$ cat src/rtl/scalar_pipe_pkg.sv
// -----------------------------------------------------------------------------
// scalar_pipe_pkg
//   Shared types for the scalar execute -> memory pipeline boundary.
//   - EX_N / EX_RA_W : datapath and register-address widths of the payload.
//   - ex_mem_t       : payload carried from execute to memory.
//   - FLAG_*         : bit positions inside the 4-bit {N,Z,C,V} flag vector.
//   - buf_state_t    : occupancy state of the 2-entry skid buffer.
// -----------------------------------------------------------------------------
package scalar_pipe_pkg;

  localparam int EX_N    = 24;
  localparam int EX_RA_W = 4;

  // Flag vector layout is {N,Z,C,V}, MSB first.
  localparam int FLAG_N = 3;
  localparam int FLAG_Z = 2;
  localparam int FLAG_C = 1;
  localparam int FLAG_V = 0;

  typedef struct packed {
    logic [EX_N-1:0]    result;
    logic [EX_N-1:0]    store_data;
    logic [EX_RA_W-1:0] rd;
    logic               reg_write;
    logic               mem_write;
    logic               mem_to_reg;
  } ex_mem_t;

  // EMPTY: nothing held. ONE: MAIN valid. TWO: MAIN and SKID valid.
  typedef enum logic [1:0] {
    EMPTY = 2'd0,
    ONE   = 2'd1,
    TWO   = 2'd2
  } buf_state_t;

  // Convenience packer for the {N,Z,C,V} flag vector.
  function automatic logic [3:0] pack_flags(input logic n, input logic z,
                                            input logic c, input logic v);
    logic [3:0] f;
    f         = '0;
    f[FLAG_N] = n;
    f[FLAG_Z] = z;
    f[FLAG_C] = c;
    f[FLAG_V] = v;
    return f;
  endfunction

endpackage

$ cat src/rtl/scalar_ex_mem_reg_skid_buffer.sv
// -----------------------------------------------------------------------------
// skid_buffer
//   Generic 2-entry valid/ready buffer. MAIN drives out_data; SKID catches the
//   one extra beat that may arrive while the consumer stalls. in_ready and
//   out_valid are both flops, so there is no combinational path from
//   out_ready to in_ready.
//
// Handshake: a beat transfers on a rising edge where valid and ready are both
//   high. Upstream (in_*) may not rely on in_ready changing within a cycle;
//   downstream sees out_data held bit-stable while out_valid=1 and
//   out_ready=0. flush empties the buffer and drops the incoming beat.
//
// Ports:
//   clk, rst          clock, synchronous active-high reset
//   flush             discard held and incoming beats
//   in_valid/in_ready/in_data     upstream handshake and payload
//   out_valid/out_ready/out_data  downstream handshake and payload
//   state             current occupancy (debug observation)
// -----------------------------------------------------------------------------
module skid_buffer
  import scalar_pipe_pkg::*;
#(
  parameter int W = 8
) (
  input  logic         clk,
  input  logic         rst,
  input  logic         flush,
  input  logic         in_valid,
  output logic         in_ready,
  input  logic [W-1:0] in_data,
  output logic         out_valid,
  input  logic         out_ready,
  output logic [W-1:0] out_data,
  output buf_state_t   state
);

  buf_state_t   state_q;
  buf_state_t   state_d;
  logic         in_ready_q;
  logic         out_valid_q;
  logic         accept;
  logic         pop;
  logic         load_main_in;
  logic         load_main_skid;
  logic         load_skid;
  logic [W-1:0] main_q;
  logic [W-1:0] skid_q;

  assign accept = in_valid & in_ready_q & ~flush;
  assign pop    = out_valid_q & out_ready;

  // State register. in_ready/out_valid are registered decodes of the next
  // state so they are available at the start of every cycle.
  always_ff @(posedge clk) begin
    if (rst) begin
      state_q     <= EMPTY;
      in_ready_q  <= 1'b1;
      out_valid_q <= 1'b0;
    end else begin
      state_q     <= state_d;
      in_ready_q  <= (state_d != TWO);
      out_valid_q <= (state_d != EMPTY);
    end
  end

  // Next-state logic.
  always_comb begin
    state_d = state_q;
    if (flush) begin
      state_d = EMPTY;
    end else begin
      unique case (state_q)
        EMPTY: if (accept) state_d = ONE;
        ONE: begin
          if (accept && !pop)      state_d = TWO;
          else if (pop && !accept) state_d = EMPTY;
          else                     state_d = ONE;
        end
        TWO:     if (pop) state_d = ONE;
        default: state_d = EMPTY;
      endcase
    end
  end

  // Output / datapath-control logic. accept already excludes flush, so the
  // load strobes need no further gating; a MAIN<=SKID move on a flushed pop
  // is harmless because out_valid drops anyway.
  always_comb begin
    load_main_in   = 1'b0;
    load_main_skid = 1'b0;
    load_skid      = 1'b0;
    unique case (state_q)
      EMPTY: load_main_in = accept;
      ONE: begin
        load_main_in = accept & pop;
        load_skid    = accept & ~pop;
      end
      TWO:     load_main_skid = pop;
      default: ;
    endcase
  end

  // MAIN is reset so the outputs read zero after reset.
  always_ff @(posedge clk) begin
    if (rst) begin
      main_q <= '0;
    end else if (load_main_in) begin
      main_q <= in_data;
    end else if (load_main_skid) begin
      main_q <= skid_q;
    end
  end

  // SKID is only ever read after it has been loaded, so it needs no reset.
  always_ff @(posedge clk) begin
    if (load_skid) begin
      skid_q <= in_data;
    end
  end

  assign in_ready  = in_ready_q;
  assign out_valid = out_valid_q;
  assign out_data  = main_q;
  assign state     = state_q;

endmodule

$ cat src/rtl/scalar_ex_mem_reg.sv
// -----------------------------------------------------------------------------
// scalar_ex_mem_reg
//   Execute -> memory pipeline register. Captures the ALU result, store data
//   and writeback/memory controls into a 2-entry skid buffer and presents them
//   to the memory stage. Also owns the architectural NZCV flag register,
//   updated when a set_flags instruction is accepted (program order), not
//   when it leaves the stage.
//
// Handshake: in_valid/in_ready and out_valid/out_ready transfer on a rising
//   edge with both high; in_ready is a flop; out_* hold steady while stalled.
//
// Ports:
//   clk, rst                    clock, synchronous active-high reset
//   in_valid, in_ready          execute-side handshake
//   in_result, in_flags, in_store_data, in_rd,
//   in_reg_write, in_mem_write, in_mem_to_reg, in_set_flags  instruction
//   flush                       drop buffered and incoming instructions
//   out_valid, out_ready        memory-side handshake
//   out_result, out_store_data, out_rd,
//   out_reg_write, out_mem_write, out_mem_to_reg             instruction
//   flags_q                     architectural {N,Z,C,V}
//   dbg_state                   skid-buffer occupancy (debug)
//   stall_cnt                   saturating count of stalled cycles, present
//                               only when SCALAR_EX_STALL_CNT_EN is defined
//
// N and RA_W must match EX_N / EX_RA_W of scalar_pipe_pkg (payload struct).
// -----------------------------------------------------------------------------
module scalar_ex_mem_reg
  import scalar_pipe_pkg::*;
#(
  parameter int N    = EX_N,
  parameter int RA_W = EX_RA_W
) (
  input  logic            clk,
  input  logic            rst,
  input  logic            in_valid,
  output logic            in_ready,
  input  logic [N-1:0]    in_result,
  input  logic [3:0]      in_flags,
  input  logic [N-1:0]    in_store_data,
  input  logic [RA_W-1:0] in_rd,
  input  logic            in_reg_write,
  input  logic            in_mem_write,
  input  logic            in_mem_to_reg,
  input  logic            in_set_flags,
  input  logic            flush,
  output logic            out_valid,
  input  logic            out_ready,
  output logic [N-1:0]    out_result,
  output logic [N-1:0]    out_store_data,
  output logic [RA_W-1:0] out_rd,
  output logic            out_reg_write,
  output logic            out_mem_write,
  output logic            out_mem_to_reg,
  output logic [3:0]      flags_q,
  output buf_state_t      dbg_state
`ifdef SCALAR_EX_STALL_CNT_EN
  ,
  output logic [15:0]     stall_cnt
`endif
);

  ex_mem_t    in_pkt;
  ex_mem_t    out_pkt;
  logic       accept;
  logic [3:0] flags_r;

  always_comb begin
    in_pkt            = '0;
    in_pkt.result     = in_result;
    in_pkt.store_data = in_store_data;
    in_pkt.rd         = in_rd;
    in_pkt.reg_write  = in_reg_write;
    in_pkt.mem_write  = in_mem_write;
    in_pkt.mem_to_reg = in_mem_to_reg;
  end

  skid_buffer #(
    .W($bits(ex_mem_t))
  ) u_skid (
    .clk       (clk),
    .rst       (rst),
    .flush     (flush),
    .in_valid  (in_valid),
    .in_ready  (in_ready),
    .in_data   (in_pkt),
    .out_valid (out_valid),
    .out_ready (out_ready),
    .out_data  (out_pkt),
    .state     (dbg_state)
  );

  assign out_result     = out_pkt.result;
  assign out_store_data = out_pkt.store_data;
  assign out_rd         = out_pkt.rd;
  assign out_reg_write  = out_pkt.reg_write;
  assign out_mem_write  = out_pkt.mem_write;
  assign out_mem_to_reg = out_pkt.mem_to_reg;

  // Same acceptance condition the buffer uses; flags follow acceptance so a
  // younger instruction in execute already sees the older one's flags.
  assign accept = in_valid & in_ready & ~flush;

  always_ff @(posedge clk) begin
    if (rst) begin
      flags_r <= 4'b0000;
    end else if (accept && in_set_flags) begin
      flags_r <= in_flags;
    end
  end

  assign flags_q = flags_r;

`ifdef SCALAR_EX_STALL_CNT_EN
  logic [15:0] stall_cnt_r;

  // Counts cycles the memory stage refuses a valid entry; saturates, and
  // survives flush so it reflects the whole run since reset.
  always_ff @(posedge clk) begin
    if (rst) begin
      stall_cnt_r <= 16'h0000;
    end else if (out_valid && !out_ready && stall_cnt_r != 16'hFFFF) begin
      stall_cnt_r <= stall_cnt_r + 16'h0001;
    end
  end

  assign stall_cnt = stall_cnt_r;
`endif

endmodule

$ cat config.mk
export PLATFORM = sky130hd
export DESIGN_NAME = scalar_ex_mem_reg
export DESIGN_NICKNAME = d
export VERILOG_FILES = /design/src/rtl/scalar_pipe_pkg.sv /design/src/rtl/scalar_ex_mem_reg_skid_buffer.sv /design/src/rtl/scalar_ex_mem_reg.sv
export SDC_FILE = /design/constraint.sdc
export NUM_CORES = 1
export LEC_CHECK = 0
export BUFFER_PORTS_ARGS = -buffer_cell sky130_fd_sc_hd__buf_2
export CAP_MARGIN = 0
export CORE_AREA = 2 2 130 132
export DETAILED_ROUTE_END_ITERATION = 8
export DIE_AREA = 0 0 132 134
export SLEW_MARGIN = 20
export SYNTH_ARGS = -nofsm -noshare
export SYNTH_HDL_FRONTEND = slang
export SYNTH_SLANG_ARGS = --single-unit
export TNS_END_PERCENT = 100
$ cat constraint.sdc
create_clock -name clk -period 6 [get_ports clk]
set_clock_uncertainty 0.05 [all_clocks]
set_input_delay 0.3 -clock clk [delete_from_list [all_inputs] [get_ports clk]]
set_output_delay 0.3 -clock clk [all_outputs]
set_load 0.01 [all_outputs]
==> impl_metrics.toml <==
[synthesis]
synth.top_cell.area_share_pct = 34.3
synth_edf_count = 55
synth_area_um2 = 4810
synth_top_family_by_area = "compound AO/OA/AOI/OAI gates"
synth-simple-area-share_pct = 16.6
synth_xor_area_share_pct = 0
synth_nets = 466
synth_area_leader_cell = "edfxtp_1"
ys_ff_latch = 118
yosys-top-cells-count = "nand2_1 (111), dfxtp_1 (63), edfxtp_1 (55), nor3_1 (55), a311oi_2 (50)"
yosys_warnings = 0
synth_area_leaders = "edfxtp_1 (34%), dfxtp_1 (26%), a311oi_2 (16%)"
avgSynthCellArea_um2 = 12.0
synth_flop_cell = "dfxtp_1"
synth_compound_area_share_pct = 17.4
ys_types = 25
synth_cells = 401
synth.most_common_cell = "nand2_1"
synth.area.mux_share_pct = 0.832
synth-async-reset-ratio_pct = 0
synth.yosys.seq_area_share_pct = 60.6
synthAdderAreaFrac_pct = 0

[layout]
area_delta_synth_final_pct = 27.0
drive_above_1_share_pct = 40.3
stdcell_area_um2 = 6110
antenna-diode-count = 0
fillers = 1624
final_cells = 746
nNetsFinal = 578

[route]
drt.antenna.violating_nets = 0
wirelength_mm = 12.5
wl_per_cell_um = 16.8
via_count = 3688
drc = 0
drt_first_pass_iters = 5
via_per_inst = 4.94
drt-initial-drc-count = 236

[power]
total_power_w = 0.00199
ir_worst_vdd_uv = 180
leakage_nw = 2.28
cellPowerDensity_nw_per_um2 = 326

[global_routing]
grt_max_degree = 62
grtUsageMet3_pct = 4.80
gr-total-overflow = 0
grt_pass1_vias = 3750
grt.met2_usage_pct = 22.6
grtUsageMet1_pct = 18.2
grt_first_pass_wirelength_mm = 19.9
grtUsageTotal_pct = 14.4
antenna_found_initial = 0
grt.busiest_layer = "met2"

[floorplanning]
die_w_um = 132
ios = 128
placementRows = 47
core-area_um2 = 16300
initial_core_util_pct = 29.5
die_area_um2 = 17700
dieHeight_um = 134

[sta]
min_period_ps = 2690
finalHoldViolations = 0
fin_setup_tns_ps = 0
slew-limit-headroom_pct = 32.9
fin_crit_sh_pct = 44.8
tightest_slew_ps = 1010
setup_slack_ps = 3310
fmax_ghz = 0.372
slew_viol_final = 0
grt_setup_unrepaired = "false"
setup_viol = 0

[clock_tree]
cts.sinks = 118
post-cts-setup-buffer-count = 0
cts_hold_buffers = 0
clk_path_buf_depth = 2
path_clk_slew_ps = 50
htreeDepth = 4
cts_made_buffers = 17
cts_resized = 0
root_buffer = "clkbuf_16"
clk_latency_ps = 410
cts_tree = "yes"

[run]
maxCapViolCount = 0

[min_path]
hold_path_class = "input port to register"

[placement]
dpl_worst_slack_ps = 3240
dpl_cell_area_um2 = 5570
port_buffers = 127
gp_congestion = 0.674
dp_cells = 714
dp_hpwl_mm = 7.20

[critical_path]
required_ps = 6260
worstPathMaxFanout = 57
start_kind = "register"
r2r_setup_slack_ps = 3310
setup.worst_path.end_class = "register"
path_class = "register to register"
worst_ep_arrival_time_ps = 2950

[run_status]
outcome = "complete, no violations"
## sequential cells by signal, summed over array words and instances, names as in the netlist
| signal | flops |
|---|---|
| u_skid.in_ready | 1 |
| u_skid.state | 2 |
| flags_q | 4 |
| u_skid.out_data | 55 |
| u_skid.out_valid | 1 |
| u_skid.skid_q | 55 |
## cells in the final DEF (no fill, tap or decap), drive strengths merged
master	n
a2111oi	1
a211oi	1
a21boi	1
a311oi	55
and4b	3
buf	129
clkbuf	27
clkinv	5
dfxtp	63
edfxtp	55
inv	2
mux2i	4
nand2	111
nand4	1
nand4b	2
nand4bb	1
nor2	6
nor2b	1
nor3	55
o211a	1
o21ai	1
or2	1
## metrics by stage
step                hold slack, ps  util (%)
floorplan                      342         -
global placement               426      34.2
detailed placement             426      34.2
CTS                           11.5      37.5
global route                  10.5      37.5
finish                        32.6      37.5
## worst paths after layout
path                      start                  end  cells past startpoint
min reg2reg  u_skid.out_data[1]   u_skid.out_data[1]                      2
max             u_skid.state[1]  u_skid.out_data[54]                      3
max reg2reg     u_skid.state[1]  u_skid.out_data[54]                      3
min               in_result[18]    u_skid.skid_q[49]                      1
## layer usage
metal  vias up  part of all wire [%]
li1       1722                     -
met1      1831                    45
met2       119                    47
met3        16                   6.4
met4         0                   1.6
met5         -                     0
## cell type report
cell class	instances	area [µm²]	share of cell area [%]
tap	220	275	4.51
clock buffer	27	513	8.40
timing repair buffer	129	653	10.7
clock inverter	5	25.0	0.410
sequential	118	2910	47.7
multi-input combinational	245	1720	28.2
inverter	2	7.51	0.123
## where the power goes
group	switching (W)	leakage (nW)	internal (W)
logic	0.000105	0.991	0.0000734
registers	0.0000186	1.01	0.000878
clock network	0.000341	0.271	0.000579
total	0.000465	2.28	0.00153
## critical path, cell delays in order (launching register included)
cell       delay [ps]
dfxtp_1           400
nand4bb_4         890
or2_4             890
a311oi_1          340
## kinds of logic after synthesis
| family | after synthesis |
|---|---|
| and+or+nand+nor | 181 |
| DFF | 118 |
| AOI/OAI and AO/OA | 60 |
| buffers and inverters | 38 |
| muxes | 4 |
Power figures use the tool's default switching activity.
